--- config.mk ---
export PLATFORM = sky130hd
export DESIGN_NAME = multicycle_cpu
export DESIGN_NICKNAME = d
export VERILOG_FILES = /design/src/rtl/multicycle_cpu.sv
export SDC_FILE = /design/constraint.sdc
export NUM_CORES = 1
export LEC_CHECK = 0
export CORE_MARGIN = 2
export CORE_UTILIZATION = 25
export CTS_CLUSTER_DIAMETER = 150
export DETAILED_ROUTE_END_ITERATION = 16
export DONT_BUFFER_PORTS = 1
export PLACE_DENSITY = 0.49
export SETUP_SLACK_MARGIN = 0.05
export SYNTH_ARGS = -nofsm -noshare
export SYNTH_HDL_FRONTEND = slang
export SYNTH_SLANG_ARGS = --single-unit
--- constraint.sdc ---
create_clock -name clock -period 3.5 [get_ports clock]
set_clock_uncertainty 0.05 [all_clocks]
set_input_delay 0.525 -clock clock [delete_from_list [all_inputs] [get_ports clock]]
set_output_delay 0.525 -clock clock [all_outputs]
set_load 0.005 [all_outputs]
--- src/rtl/multicycle_cpu.sv ---
// Multi-cycle 16-bit-ISA core: 4 GPRs (r0 reads as zero), one shared
// instruction/data memory port with req/ready handshake, sticky halt and
// a retired-instruction counter.
module multicycle_cpu #(
    parameter int unsigned       DATA_W   = 16,
    parameter int unsigned       ADDR_W   = 16,
    parameter logic [ADDR_W-1:0] RESET_PC = '0
) (
    input  logic              clock,
    input  logic              reset_n,
    output logic              mem_req,
    output logic              mem_we,
    output logic [ADDR_W-1:0] mem_addr,
    output logic [DATA_W-1:0] mem_wdata,
    input  logic [DATA_W-1:0] mem_rdata,
    input  logic              mem_ready,
    output logic [ADDR_W-1:0] pc,
    output logic [15:0]       ir,
    output logic [DATA_W-1:0] alu_out,
    output logic              halted,
    output logic [31:0]       retired
);

    localparam int unsigned NUM_REGS = 4;
    localparam int unsigned IMM_W    = 8;

    localparam logic [3:0] OP_ADD  = 4'h0;
    localparam logic [3:0] OP_SUB  = 4'h1;
    localparam logic [3:0] OP_AND  = 4'h2;
    localparam logic [3:0] OP_OR   = 4'h3;
    localparam logic [3:0] OP_NOR  = 4'h4;
    localparam logic [3:0] OP_NAND = 4'h5;
    localparam logic [3:0] OP_SLT  = 4'h6;
    localparam logic [3:0] OP_ADDI = 4'h7;
    localparam logic [3:0] OP_LW   = 4'h8;
    localparam logic [3:0] OP_SW   = 4'h9;
    localparam logic [3:0] OP_BEQ  = 4'hA;
    localparam logic [3:0] OP_BNE  = 4'hB;

    localparam logic [15:0] HALT_INSN = 16'hFFFF;

    typedef enum logic [2:0] {
        S_IDLE,
        S_FETCH,
        S_DECODE,
        S_EXEC,
        S_MEM,
        S_WB,
        S_HALT
    } state_e;

    state_e            state_q, state_d;
    logic [ADDR_W-1:0] pc_q, pc_d;
    logic [15:0]       ir_q, ir_d;
    logic [DATA_W-1:0] alu_q, alu_d;
    logic [DATA_W-1:0] a_q, a_d;
    logic [DATA_W-1:0] b_q, b_d;
    logic [DATA_W-1:0] md_q, md_d;
    logic              halted_q, halted_d;
    logic [31:0]       retired_q, retired_d;
    logic [DATA_W-1:0] regs_q [NUM_REGS];

    // Instruction field decode
    logic [3:0]        op_c;
    logic [1:0]        rs_c, rt_c, rd_c, dest_c;
    logic [DATA_W-1:0] imm_c;
    logic [ADDR_W-1:0] imm_addr_c;
    logic              is_rtype_c;

    // Register-file write port and ALU result
    logic              rf_we_c;
    logic [1:0]        rf_waddr_c;
    logic [DATA_W-1:0] rf_wdata_c;
    logic [DATA_W-1:0] alu_res_c;

    // Memory port, driven purely from the current state
    logic              mem_req_c;
    logic              mem_we_c;
    logic [ADDR_W-1:0] mem_addr_c;
    logic [DATA_W-1:0] mem_wdata_c;

    // Field extraction; R-type writes rd, I-type writes rt
    always_comb begin
        op_c       = ir_q[15:12];
        rs_c       = ir_q[11:10];
        rt_c       = ir_q[9:8];
        rd_c       = ir_q[7:6];
        imm_c      = {{(DATA_W-IMM_W){ir_q[7]}}, ir_q[7:0]};
        imm_addr_c = {{(ADDR_W-IMM_W){ir_q[7]}}, ir_q[7:0]};
        is_rtype_c = (op_c <= OP_SLT);
        dest_c     = is_rtype_c ? rd_c : rt_c;
    end

    // ALU on the operands latched in DECODE; slt is a true signed compare
    always_comb begin
        alu_res_c = '0;
        unique case (op_c)
            OP_ADD:  alu_res_c = a_q + b_q;
            OP_SUB:  alu_res_c = a_q - b_q;
            OP_AND:  alu_res_c = a_q & b_q;
            OP_OR:   alu_res_c = a_q | b_q;
            OP_NOR:  alu_res_c = ~(a_q | b_q);
            OP_NAND: alu_res_c = ~(a_q & b_q);
            OP_SLT:  alu_res_c[0] = ($signed(a_q) < $signed(b_q));
            OP_ADDI, OP_LW, OP_SW: alu_res_c = a_q + imm_c;
            default: alu_res_c = '0;
        endcase
    end

    // Next-state, datapath updates and memory port control
    always_comb begin
        state_d     = state_q;
        pc_d        = pc_q;
        ir_d        = ir_q;
        alu_d       = alu_q;
        a_d         = a_q;
        b_d         = b_q;
        md_d        = md_q;
        halted_d    = halted_q;
        retired_d   = retired_q;
        mem_req_c   = 1'b0;
        mem_we_c    = 1'b0;
        mem_addr_c  = '0;
        mem_wdata_c = '0;
        rf_we_c     = 1'b0;
        rf_waddr_c  = dest_c;
        rf_wdata_c  = (op_c == OP_LW) ? md_q : alu_q;

        unique case (state_q)
            S_IDLE: begin
                state_d = S_FETCH;
            end
            S_FETCH: begin
                mem_req_c  = 1'b1;
                mem_addr_c = pc_q;
                if (mem_ready) begin
                    ir_d    = mem_rdata[15:0];
                    pc_d    = pc_q + ADDR_W'(2);
                    state_d = S_DECODE;
                end
            end
            S_DECODE: begin
                a_d = regs_q[rs_c];
                b_d = regs_q[rt_c];
                if (ir_q == HALT_INSN) begin
                    halted_d = 1'b1;
                    state_d  = S_HALT;
                end else begin
                    state_d = S_EXEC;
                end
            end
            S_EXEC: begin
                if (is_rtype_c || op_c == OP_ADDI) begin
                    alu_d   = alu_res_c;
                    state_d = S_WB;
                end else if (op_c == OP_LW || op_c == OP_SW) begin
                    alu_d   = alu_res_c;
                    state_d = S_MEM;
                end else begin
                    // Branches and NOPs finish here; pc already points past the branch
                    if ((op_c == OP_BEQ && a_q == b_q) || (op_c == OP_BNE && a_q != b_q)) begin
                        pc_d = pc_q + (imm_addr_c << 1);
                    end
                    retired_d = retired_q + 32'd1;
                    state_d   = S_FETCH;
                end
            end
            S_MEM: begin
                mem_req_c  = 1'b1;
                mem_addr_c = ADDR_W'(alu_q);
                if (op_c == OP_SW) begin
                    mem_we_c    = 1'b1;
                    mem_wdata_c = b_q;
                end
                if (mem_ready) begin
                    if (op_c == OP_SW) begin
                        retired_d = retired_q + 32'd1;
                        state_d   = S_FETCH;
                    end else begin
                        md_d    = mem_rdata;
                        state_d = S_WB;
                    end
                end
            end
            S_WB: begin
                rf_we_c   = (dest_c != 2'd0);
                retired_d = retired_q + 32'd1;
                state_d   = S_FETCH;
            end
            S_HALT: begin
                state_d = S_HALT;
            end
            default: begin
                state_d = S_IDLE;
            end
        endcase
    end

    // State and datapath registers; reset abandons any in-flight transfer
    always_ff @(posedge clock or negedge reset_n) begin
        if (!reset_n) begin
            state_q   <= S_IDLE;
            pc_q      <= RESET_PC;
            ir_q      <= '0;
            alu_q     <= '0;
            a_q       <= '0;
            b_q       <= '0;
            md_q      <= '0;
            halted_q  <= 1'b0;
            retired_q <= '0;
            for (int i = 0; i < NUM_REGS; i++) begin
                regs_q[i] <= '0;
            end
        end else begin
            state_q   <= state_d;
            pc_q      <= pc_d;
            ir_q      <= ir_d;
            alu_q     <= alu_d;
            a_q       <= a_d;
            b_q       <= b_d;
            md_q      <= md_d;
            halted_q  <= halted_d;
            retired_q <= retired_d;
            if (rf_we_c) begin
                regs_q[rf_waddr_c] <= rf_wdata_c;
            end
        end
    end

    assign mem_req   = mem_req_c;
    assign mem_we    = mem_we_c;
    assign mem_addr  = mem_addr_c;
    assign mem_wdata = mem_wdata_c;
    assign pc        = pc_q;
    assign ir        = ir_q;
    assign alu_out   = alu_q;
    assign halted    = halted_q;
    assign retired   = retired_q;

endmodule

* Word-level counts from Yosys, hierarchy flattened
Cells that the tools add are included.
** Word-level totals
- Output and inout port bits :: 115
- Memories :: 0
- Bits in registers :: 196
- Bits of input ports :: 19
- Logic and storage cells :: 120
- Bits in latches :: 0
- RAM bits :: 0
- ROM bits :: 0
** Cells by class
- Mux-type cells :: 39
- Shifts and indexed selects :: 0
- Bitwise gates (word level) :: 8
- Eq/ne operators :: 26
- Multipliers :: 0
- Add/sub/neg operators :: 6
- Div/mod/pow operators :: 0
- Reductions and logical operators :: 22
- Magnitude comparators :: 6
** Operator list (count)
- 16-bit two-way mux :: 14
- 32-bit two-way mux :: 4
- 15-bit one-hot mux with 7 select lines :: 1
- 32-bit one-hot mux with 3 select lines :: 1
- 16-bit binary-select mux with 2-bit select :: 2
- 64-bit bitwise mux :: 1
- 16-bit one-hot mux with 2 select lines :: 2
- 16-bit adder :: 3
- 32-bit by 1-bit adder with 32-bit output (second input constant) :: 1
- 16-bit demux with 2-bit select :: 1
- 16-bit inverter :: 2
- 3-bit two-way mux :: 6
- 3-bit one-hot mux with 6 select lines :: 1
- 16-bit by 2-bit adder with 16-bit output (second input constant) :: 1
- 16-bit bitwise AND :: 1
- 16-bit equality test :: 1
- 16-bit equality test (second input constant) :: 1
- 4-bit by 3-bit equality test with 1-bit output (second input constant) :: 4
- 4-bit equality test (second input constant) :: 4
- 16-bit less-than comparator :: 1
- 16-bit inequality test :: 1
- 16-bit bitwise OR :: 1
- 16-bit subtractor :: 1
- 2-bit inequality test (second input constant) :: 6
- other kinds (24) :: 46

* Logic depth before layout (Yosys ltp)
- Depth in word-level cells :: 8
- Mapped depth :: 13

* Worst setup path before layout
OpenSTA, ideal clock, no wires.
- Path type :: register -> register
- From :: register state_q[2]
- To :: register pc_q[15] (netlist: pc[15])
- Setup time :: 0.123 ns
- Arrival time :: 2.891 ns
- Path slack :: 0.435 ns
- Clock period less this slack :: 3.065 ns
- Cell stages (with the launch flop) :: 14
- Required time :: 3.327 ns
- Cells stage by stage :: dfrtp_1 nand2b_1 buf_2 or3_1 ha_1 fa_1 a21o_1 a21oi_1 o211ai_1 and2_1 a311oi_1 xnor2_1 nand2_1 xnor2_1
** On the way
- Cells in the longest elaborated chain, start to end :: 3
** RTL lines
- start: declaration :: line 52 : state_e state_q, state_d;
- start signal: assignment :: line 215 : state_q <= state_d;
- 3-bit by 2-bit equality test with 1-bit output / 3-bit by 1-bit equality test with 1-bit output (equally long branches) :: line 129 : unique case (state_q)
- 2-bit inequality test (no line) / 2-bit nonzero test (equally long branches)
- 5-bit AND reduction (no line)
- end signal: assignment :: line 216 : pc_q <= pc_d;
- end: declaration :: line 53 : logic [ADDR_W-1:0] pc_q, pc_d;
Several ways; a longest one is shown, not always the timed one.
A chain may end at the register's enable or synchronous reset.

* Final worst setup path
Same ends and word-level chain as after synthesis.

==> metrics.csv <==
stage,metric,value,unit
status,status,"finished, violations left",
status,violations,negative hold slack,
worst_setup_path,crit_required,3.81,ns
yosys,synth_fp_nets,1424,
yosys,synth-edff-count,0,
sta,max_freq,314,MHz
sta,final.setup.tns,0,ns
clock_network,post_cts_buffers,0,
route,drc,0,
sta,setup-violations-final,0,
worst_setup_path,cp_max_fo,8,
die,die_x,229,µm
yosys,yosysTopAreaCell,dfrtp_1,
flow_run,drv_cap,0,
global_routing,grt-ovfl-total,0,
clock_network,insertion_delay,0.47,ns
yosys,synth_flop_cell,dfrtp_1,
worst_setup_path,crit_top_cell,xnor2_1,
sta,fin_crit,3.19,ns
global_routing,antenna_found_initial,1,
worst_setup_path,cpPeakStageDelay,0.41,ns
yosys,synth_area,12600,µm²
die,die_h,229,µm
route,wl_per_cell,21.0,µm
sta,slew_violations,0,
place,dp_slack,0.279,ns
final_layout,design_area,14000,µm²
route,drtIter0Drc,755,
yosys,ys_async_sr_fraction,100,%
global_routing,grt_first_pass_wirelength,62800,µm
global_routing,grt_util_all_layers,15.9,%
route,finalWirelength,41400,µm
clock_network,cts_buffer_depth,2,
route,final_antenna_net_count,0,
final_layout,areaGrowthSynthToFinish,11.1,%
clock_network,cts_buffers,17,
worst_setup_path,critPathKind,reg -> reg,
sta,tightest_slew,0.986,ns
final_layout,fin_util,28.1,%
power,cellLeakagePower,6.21,nW
route,viasPerCell,4.99,
die,rows,82,
clock_network,clock_sinks,195,
clock_network,cts_tree,built,
yosys,synth.area.top_cells,"dfrtp_1 (39%), ha_1 (8.2%), mux4_2 (5.7%)",
worst_setup_path,cp.arrival,3.50,ns
final_layout,nNetsFinal,1393,
global_routing,grt_pass1_vias,9588,
worst_setup_path,slowest_stage,and3_1,
global_routing,grt_max_degree,196,
sta,finalWorstSetupSlack,0.313,ns
worst_setup_path,path_cells,buf_4 -> and2b_1 -> and3_1 -> ha_1 -> a21oi_1 -> nor3b_1 -> o211ai_1 -> and2_1 -> a311oi_1 -> xnor2_1 -> nand2_1 -> xnor2_1,
worst_setup_path,worstSetupEndpointType,register,
yosys,syn_area_per_cell,9.58,µm²
sta,whs,-0.296,ns
clock_network,root_buffer,clkbuf_16,
worst_setup_path,cp-start-kind,register,
clock_network,cts_max_level,4,
yosys,syn_inst,1318,
place,gp_congestion,0.894,
final_layout,drive_above_1_share,12.5,%
route,drtPass1Iterations,5,
sta,final.period_utilization,91.1,%
die,io_pins,134,
place,place_hpwl,30900,µm
die,initial_core_util,25.3,%
power,ir_worst_vdd,0.353,mV
die,dieArea,52300,µm²
yosys,synthDistinctLibCells,77,
sta,relSlewSlack,34.0,%
sta,hold_violations,195,
power,power_density,306,nW/µm²
clock_network,clk_pin_slew,0.08,ns
route,vias,9860,
yosys,ys_ff_latch,195,
sta,rsz0062_at_grt,no,
min_path,hp-class,in -> async,
final_layout,fillers,5257,
place,placed_area,13400,µm²
yosys,seq_area_frac_synth,38.7,%
yosys,yosysWarnings,0,
die,core_area,50000,µm²
place,port-buffer-count,0,
yosys,synth_top_area_share,38.7,%
==> sequential cells by signal, summed over array words and instances (netlist names) <==
register	count
regs_q	64
retired	32
a_q	16
alu_out	16
b_q	16
ir	16
md_q	16
pc	15
state_q	3
halted	1
==> logic make-up after synthesis <==
kind of cell | after synthesis | synth area share, %
fa+ha+maj | 87 | 8.86
xor+xnor | 76 | 5.27
other cells | 1 | 0.0297
simple gates | 362 | 13.7
mux | 105 | 11.9
flops | 195 | 38.7
compound gates | 337 | 16.8
buf+inv | 155 | 4.85
==> power breakdown <==
part | total, W | leakage [nW] | internal, W | switching [W]
clock network | 0.00204 | 0.290 | 0.00101 | 0.00103
registers | 0.00225 | 2.64 | 0.00225 | 0
logic | 0.000000619 | 3.29 | 0.000000371 | 0.000000244
total | 0.00429 | 6.21 | 0.00326 | 0.00103
==> synthesized netlist by cell type (6+ instances only) <==
| cell | count |
|---|---|
| mux2_2 | 38 |
| a22oi_1 | 16 |
| nor3_1 | 19 |
| nand4_1 | 9 |
| o21bai_1 | 7 |
| nand2_1 | 104 |
| o211ai_1 | 8 |
| nand3_1 | 25 |
| inv_1 | 67 |
| o21a_1 | 9 |
| and3_1 | 31 |
| a22o_1 | 20 |
| nor2_1 | 113 |
| ha_1 | 83 |
| nor4_1 | 6 |
| o21ai_0 | 90 |
| a21o_1 | 13 |
| nor2b_1 | 12 |
| clkbuf_1 | 65 |
| xnor2_1 | 56 |
| xor2_1 | 20 |
| mux2i_1 | 35 |
| buf_2 | 15 |
| mux4_2 | 32 |
| o22ai_1 | 10 |
| nand2b_1 | 12 |
| a21oi_1 | 108 |
| a31oi_1 | 7 |
| dfrtp_1 | 195 |
==> critical path: cells and delay by family (launching register included) <==
| family | cells | cell delay [ns] |
|---|---|---|
| buf+inv | 1 | 0.16 |
| fa+ha+maj | 1 | 0.37 |
| flops | 1 | 0.38 |
| simple gates | 5 | 1.16 |
| xor+xnor | 2 | 0.30 |
| compound gates | 3 | 0.65 |
==> routing by layer <==
| layer | global-route usage [%] | vias up | share of wire [%] |
|---|---|---|---|
| li1 | - | 4615 | - |
| met1 | 21.2 | 4955 | 46 |
| met2 | 25.5 | 241 | 47 |
| met3 | 3.52 | 49 | 5.0 |
| met4 | 5.41 | 0 | 2.3 |
| met5 | 0 | - | 0 |
==> cell usage in the layout (no fill, tap or decap), types with 31 or more instances in the layout <==
cell type and count:
mux2_2 38, o21ai_0 90, buf_4 38, and3_1 31, a21oi_1 108, xnor2_1 56, nor2_1 111, inv_1 67
ha_1 83, mux4_2 32, mux2i_1 35, nand2_1 104, dfrtp_1 194
==> path summary, 6_finish.rpt <==
check / from / to / slack (ns) / cells past startpoint
max in group asynchronous: reset_n / a_q[15] / 3.11 / 0
min in group clock: mem_rdata[1] / ir[1] / 0.13 / 2
setup / recovery: state_q[2] / pc[15] / 0.31 / 12
hold reg to reg: regs_q[57] / regs_q[57] / 0.35 / 0
hold / removal: reset_n / retired[30] / -0.30 / 0
setup reg to reg: state_q[2] / pc[15] / 0.31 / 12
==> cell type report <==
type	instances	area, µm²	share of cell area, %
antenna	2	5.00	0.0357
multi-input combinational	968	7160	51.1
clock buffer	20	467	3.33
sequential	195	4880	34.8
tap	672	841	5.99
inverter	67	251	1.79
timing repair buffer	38	285	2.03
clock inverter	12	135	0.963
==> through the flow <==
step	total power [W]	std cells
2_1_floorplan	0.00230	1318
3_3_place_gp	0.00230	1940
3_5_place_dp	0.00230	1940
4_1_cts	0.00436	1972
5_1_grt	0.00445	1972
6_report	0.00429	1974
==> timing repair <==
action,CTS,global route
resized for setup,0,1
setup endpoints to repair,0,1
endpoints found under the hold margin,195,195
No activity file was read; power rests on OpenSTA's default activity.
